File: src/rtl/maze_move_probe_if.sv
// Move-request handshake and maze generator query bus for maze_move_probe.
// The master side is the button logic plus maze generator; the slave side is the probe.
interface maze_move_probe_if;
    logic        move_valid;
    logic [1:0]  move_dir;
    logic        move_ready;
    logic [12:0] query_index;
    logic [15:0] query_data;
    logic [6:0]  pos_x;
    logic [5:0]  pos_y;
    logic        done;
    logic        blocked;

    modport master (
        output move_valid, move_dir, query_data,
        input  move_ready, query_index, pos_x, pos_y, done, blocked
    );

    modport slave (
        input  move_valid, move_dir, query_data,
        output move_ready, query_index, pos_x, pos_y, done, blocked
    );
endinterface

File: src/rtl/maze_move_probe.sv
// Player movement arbiter: scans the sprite footprint at the target position through the
// maze generator and commits the move only when no scanned pixel is wall-coloured.
module maze_move_probe #(
    parameter int unsigned WIDTH  = 96,
    parameter int unsigned HEIGHT = 64,
    parameter int unsigned SPRITE = 9,
    parameter int unsigned X0     = 3,
    parameter int unsigned Y0     = 3,
    parameter logic [15:0] WALL   = 16'hFFFF
) (
    input logic              clk,
    input logic              rst_n,
    maze_move_probe_if.slave bus
);

    localparam int unsigned       CntW    = $clog2(SPRITE);
    localparam logic [CntW-1:0]   CntLast = CntW'(SPRITE - 1);
    localparam logic signed [7:0] MaxX    = 8'(WIDTH - SPRITE);
    localparam logic signed [7:0] MaxY    = 8'(HEIGHT - SPRITE);

    typedef enum logic [1:0] {StIdle, StScan, StDrain} state_e;

    state_e          state_q, state_d;
    logic [6:0]      pos_x_q, pos_x_d;
    logic [5:0]      pos_y_q, pos_y_d;
    logic [6:0]      tx_q, tx_d;
    logic [5:0]      ty_q, ty_d;
    logic [CntW-1:0] cx_q, cx_d;
    logic [CntW-1:0] cy_q, cy_d;
    logic            hit_q, hit_d;
    logic            rsp_valid_q, rsp_valid_d;
    logic            done_q, done_d;
    logic            blocked_q, blocked_d;

    logic signed [7:0] tgt_x, tgt_y;
    logic              tgt_ok;
    logic              wall_hit;
    logic [12:0]       row, idx;

    // Target in 8-bit signed arithmetic so that a step off the top/left edge goes negative.
    always_comb begin
        tgt_x = $signed({1'b0, pos_x_q});
        tgt_y = $signed({2'b00, pos_y_q});
        unique case (bus.move_dir)
            2'd0: tgt_y = tgt_y - 8'sd1;
            2'd1: tgt_y = tgt_y + 8'sd1;
            2'd2: tgt_x = tgt_x - 8'sd1;
            2'd3: tgt_x = tgt_x + 8'sd1;
            default: ;
        endcase
        tgt_ok = !tgt_x[7] && !tgt_y[7] && (tgt_x <= MaxX) && (tgt_y <= MaxY);
    end

    assign wall_hit = rsp_valid_q && (bus.query_data == WALL);

    always_comb begin
        state_d     = state_q;
        pos_x_d     = pos_x_q;
        pos_y_d     = pos_y_q;
        tx_d        = tx_q;
        ty_d        = ty_q;
        cx_d        = cx_q;
        cy_d        = cy_q;
        hit_d       = hit_q | wall_hit;
        rsp_valid_d = (state_q == StScan);
        done_d      = 1'b0;
        blocked_d   = blocked_q;

        unique case (state_q)
            StIdle: begin
                if (bus.move_valid) begin
                    if (tgt_ok) begin
                        tx_d    = tgt_x[6:0];
                        ty_d    = tgt_y[5:0];
                        hit_d   = 1'b0;
                        cx_d    = '0;
                        cy_d    = '0;
                        state_d = StScan;
                    end else begin
                        done_d    = 1'b1;
                        blocked_d = 1'b1;
                    end
                end
            end
            StScan: begin
                if (cx_q == CntLast) begin
                    cx_d = '0;
                    if (cy_q == CntLast) begin
                        cy_d    = '0;
                        state_d = StDrain;
                    end else begin
                        cy_d = cy_q + 1'b1;
                    end
                end else begin
                    cx_d = cx_q + 1'b1;
                end
            end
            StDrain: begin
                // hit_d already folds in the response to the last query.
                state_d   = StIdle;
                done_d    = 1'b1;
                blocked_d = hit_d;
                if (!hit_d) begin
                    pos_x_d = tx_q;
                    pos_y_d = ty_q;
                end
            end
            default: state_d = StIdle;
        endcase
    end

    always_comb begin
        row = 13'(ty_q) + 13'(cy_q);
        idx = row * 13'(WIDTH) + 13'(tx_q) + 13'(cx_q);
    end

    assign bus.query_index = (state_q == StScan) ? idx : 13'd0;
    assign bus.move_ready  = (state_q == StIdle);
    assign bus.pos_x       = pos_x_q;
    assign bus.pos_y       = pos_y_q;
    assign bus.done        = done_q;
    assign bus.blocked     = blocked_q;

    always_ff @(posedge clk or negedge rst_n) begin
        if (!rst_n) begin
            state_q     <= StIdle;
            pos_x_q     <= 7'(X0);
            pos_y_q     <= 6'(Y0);
            tx_q        <= '0;
            ty_q        <= '0;
            cx_q        <= '0;
            cy_q        <= '0;
            hit_q       <= 1'b0;
            rsp_valid_q <= 1'b0;
            done_q      <= 1'b0;
            blocked_q   <= 1'b0;
        end else begin
            state_q     <= state_d;
            pos_x_q     <= pos_x_d;
            pos_y_q     <= pos_y_d;
            tx_q        <= tx_d;
            ty_q        <= ty_d;
            cx_q        <= cx_d;
            cy_q        <= cy_d;
            hit_q       <= hit_d;
            rsp_valid_q <= rsp_valid_d;
            done_q      <= done_d;
            blocked_q   <= blocked_d;
        end
    end

endmodule

File: src/flat_wrapper.sv
// flat-port wrapper written by rule: the top's interface ports become plain ports
module maze_move_probe_flat 
#(
    parameter int unsigned WIDTH  = 96,
    parameter int unsigned HEIGHT = 64,
    parameter int unsigned SPRITE = 9,
    parameter int unsigned X0     = 3,
    parameter int unsigned Y0     = 3,
    parameter logic [15:0] WALL   = 16'hFFFF
)
  (clk, rst_n, bus_move_valid, bus_move_dir, bus_query_data, bus_move_ready, bus_query_index, bus_pos_x, bus_pos_y, bus_done, bus_blocked);
  maze_move_probe_if bus_i ();
  input logic clk;
  input logic rst_n;
  input wire logic [$bits(bus_i.move_valid)-1:0] bus_move_valid;
  input wire logic [$bits(bus_i.move_dir)-1:0] bus_move_dir;
  input wire logic [$bits(bus_i.query_data)-1:0] bus_query_data;
  output wire logic [$bits(bus_i.move_ready)-1:0] bus_move_ready;
  output wire logic [$bits(bus_i.query_index)-1:0] bus_query_index;
  output wire logic [$bits(bus_i.pos_x)-1:0] bus_pos_x;
  output wire logic [$bits(bus_i.pos_y)-1:0] bus_pos_y;
  output wire logic [$bits(bus_i.done)-1:0] bus_done;
  output wire logic [$bits(bus_i.blocked)-1:0] bus_blocked;
  assign bus_i.move_valid = bus_move_valid;
  assign bus_i.move_dir = bus_move_dir;
  assign bus_i.query_data = bus_query_data;
  assign bus_move_ready = bus_i.move_ready;
  assign bus_query_index = bus_i.query_index;
  assign bus_pos_x = bus_i.pos_x;
  assign bus_pos_y = bus_i.pos_y;
  assign bus_done = bus_i.done;
  assign bus_blocked = bus_i.blocked;
  maze_move_probe #(.WIDTH(WIDTH), .HEIGHT(HEIGHT), .SPRITE(SPRITE), .X0(X0), .Y0(Y0), .WALL(WALL)) u_core (.clk(clk), .rst_n(rst_n), .bus(bus_i));
endmodule
File: config.mk
export PLATFORM = sky130hd
export DESIGN_NAME = maze_move_probe_flat
export DESIGN_NICKNAME = d
export VERILOG_FILES = /design/src/rtl/maze_move_probe_if.sv /design/src/rtl/maze_move_probe.sv /design/src/flat_wrapper.sv
export SDC_FILE = /design/constraint.sdc
export NUM_CORES = 1
export LEC_CHECK = 0
export ABC_AREA = 0
export BUFFER_PORTS_ARGS = -buffer_cell sky130_fd_sc_hd__buf_4
export CAP_MARGIN = 40
export CORE_MARGIN = 2
export CORE_UTILIZATION = 45
export CTS_CLUSTER_SIZE = 12
export DETAILED_ROUTE_END_ITERATION = 6
export PLACE_DENSITY = 0.64
export SETUP_SLACK_MARGIN = 0.1
export SKIP_CTS_REPAIR_TIMING = 1
export SYNTH_ARGS = -nofsm -noshare
export SYNTH_HDL_FRONTEND = slang
export SYNTH_SLANG_ARGS = --single-unit
File: constraint.sdc
create_clock -name clk -period 6.5 [get_ports clk]
set_input_delay 0.325 -clock clk [delete_from_list [all_inputs] [get_ports clk]]
set_output_delay 0.325 -clock clk [all_outputs]
set_load 0.05 [all_outputs]
==> impl_metrics.ini <==
[layout]
drive_gt1_share_pct = 24.16
final_nets = 442
diodes = 0
area_growth_pct = 15.44

[clocking]
cts_buffers = 5
clockRootBuffer = clkbuf_8
cts_buffer_depth = 2
clock_latency_ns = 0.29
cts_sinks = 40
cts.htree.levels = 2
clk_pin_slew_ns = 0.07
cts_tree = built

[drt]
drtIter0Drc = 101
dr.pass1.iters = 4
via_count = 2619
ant_nets = 0
drc_errors = 0
wl_per_cell_um = 14.12
viasPerCell = 5.367
finalWirelength_mm = 6.891

[timing]
setup_tns_ns = 0
skew_ns = 0.006213
slew_headroom_pct = 63.79
drv_slew = 0
rsz0062_at_grt = no
period_needed_ns = 3.812
finalSetupViolCount = 0
worst-slew-pin-transition_ns = 0.5363
hold_violations = 0
fmax_ghz = 0.2623
postLayoutSetupSlackWorst_ns = 2.688
period_share_pct = 58.65

[setup_path]
worstPathArrival_ns = 3.49
crit_path_end_kind = output port
path_cells = ha_1, inv_1, fa_1, inv_1, ha_1, fa_1, a21o_1, a21oi_1, xnor2_1, and3_1, nand3_1, xor2_1, nor2_1, buf_4
crit_path_max_incr_delay_ns = 0.47
crit_fanout = 6
worstSetupPathType = flop to output port
crit_required_ns = 6.17
slowest_stage = fa_1
critPathLaunchType = flop

[global_routing]
antenna_found_initial = 0
grtUsageTotal_pct = 18.41
overflow = 0
grt_pass1_vias = 2438
grt_pass1_wl_mm = 11.54
grt_max_degree = 41

[power_and_ir_drop]
power_frac_comb_pct = 9.5
ir_worst_vdd_mv = 0.06544
p_leak_nw = 1.855
fin_total_pwr_mw = 0.4603
seqPwrFrac_pct = 54.1
clockPowerShare_pct = 36.5
intPower_mw = 0.3549
powerDensity_nw_per_um2 = 122.1
power_switching_share_pct = 22.89
p_switching_mw = 0.1054

[synth]
yosysMostFrequentCell = dfrtp_1
avgSynthCellArea_um2 = 9.521
synth-edff-count = 0
synth_flop_cell = dfrtp_1
syn_inst = 343
synth-async-reset-ratio_pct = 100.0
ys_warn_count = 0
syn_area_um2 = 3266
yosysTopAreaCellShare_pct = 27.59
synth_area_leaders = dfrtp_1, ha_1, mux2_2
ys_top_cells_by_count = dfrtp_1, ha_1, nor2_1
syn-num-nets = 397
ys_ff_latch = 40
ys_types = 59
yosys.area.top_type = dfrtp_1
ys_seq_area_share_pct = 30.80

[die]
core_area_um2 = 7137
die_x_um = 89.19
dieArea_um2 = 7954
start_util_pct = 45.76
rows = 31
die_y_um = 89.19
ios = 50

[placement]
place_congestion = 0.8216
dp_hpwl_mm = 5.379
pre_cts_ws_ns = 2.962
port_buffers = 49

[outcome]
status = finished, final reports clean

[hold_path]
hold_path.class = input pin to async pin

[run]
maxCapViolations = 0
## cells in the final DEF, fill, tap and decap left out, types with 7 or more instances in the layout
cell type,synthesis,layout
nand2_1,19,19
inv_1,23,23
a21oi_1,22,22
ha_1,29,29
dfrtp_1,36,36
nor2_1,27,27
xnor2_1,14,14
mux2_2,16,16
nand4_1,8,8
xor2_1,14,14
nor3_1,9,9
nand3_1,7,7
buf_4,0,50
o21ai_0,13,13
## registers in the layout, summed over array words and instances, names as in the netlist
name and count:
u_core.rsp_valid_q 1, u_core.bus.done 1, u_core.bus.pos_x 7, u_core.tx_q 7, u_core.bus.pos_y 6, u_core.hit_q 1
u_core.cx_q 4, u_core.bus.blocked 1, u_core.ty_q 6, u_core.cy_q 4, u_core.state_q 2
## kinds of logic after synthesis
| kind of cell | after synthesis | share of synthesized area (%) |
|---|---|---|
| flops | 40 | 30.80 |
| fa+ha+maj | 33 | 13.56 |
| simple gates | 106 | 17.93 |
| buf+inv | 35 | 5.402 |
| compound gates | 76 | 15.36 |
| xor+xnor | 28 | 7.510 |
| mux | 25 | 9.425 |
## routing by layer
layer	GRT usage, %	routed length, um
met5	0	0
met1	25.48	3340
met2	30.44	3257
met3	2.585	226
met4	4.749	67
## power groups by stage
| stage | Sequential [mW] | Clock [mW] | Combinational (mW) |
|---|---|---|---|
| after floorplan | 0.254 | 0 | 0.0267 |
| after global placement | 0.254 | 0 | 0.0434 |
| after detailed placement | 0.254 | 0 | 0.0442 |
| after CTS | 0.249 | 0.175 | 0.0443 |
| after global routing | 0.249 | 0.185 | 0.0488 |
| final | 0.249 | 0.168 | 0.0436 |
## path summary, 6_finish.rpt
check / depth (start not counted) / slack, ns / to / start
min reg2reg: 2 / 0.53 / u_core.bus.pos_x[0]$_DFFE_PN1P_ / u_core.tx_q[0]$_DFFE_PN0P_
min in group clk: 3 / 0.40 / u_core.hit_q$_DFF_PN0_ / bus_query_data[13]
max reg2reg: 9 / 3.51 / u_core.ty_q[0]$_DFFE_PN0P_ / u_core.bus.pos_x[0]$_DFFE_PN1P_
max: 14 / 2.69 / bus_query_index[11] / u_core.cy_q[0]$_DFFE_PN0P_
max in group asynchronous: 1 / 6.13 / u_core.bus.pos_y[1]$_DFFE_PN1P_ / rst_n
min: 1 / 0.002 / u_core.cx_q[1]$_DFFE_PN0P_ / rst_n
## critical path, delay by kind of cell, from the launching register on
kind | cells | cell delay, ns
AND/OR/NAND/NOR | 3 | 0.40
buffers and inverters | 3 | 0.33
flip-flops | 1 | 0.43
XOR/XNOR | 2 | 0.35
adder cells (fa/ha/maj) | 4 | 1.30
AO/OA/AOI/OAI | 2 | 0.39
## cell type report
| cell class | count | area, um2 |
|---|---|---|
| fillers | 668 | 3367 |
| multi-input cells | 268 | 2088 |
| flip-flops and latches | 40 | 1006 |
| repair buffers | 50 | 375.4 |
| well taps | 99 | 123.9 |
| clock buffers | 8 | 90.09 |
| inverters | 23 | 86.33 |
## metrics by stage
stage / hold WS (ns) / instance area [um2] / utilization, % / cells
final: 0.002012 / 3770 / 52.82 / 488
after global routing: 0.03692 / 3770 / 52.82 / 488
after CTS: 0.01578 / 3770 / 52.82 / 488
after detailed placement: 0.3356 / 3680 / 51.56 / 480
after global placement: 0.3290 / 3680 / 51.56 / 480
after floorplan: 0.02941 / 3266 / - / 343
No activity file was read; power rests on OpenSTA's default activity.
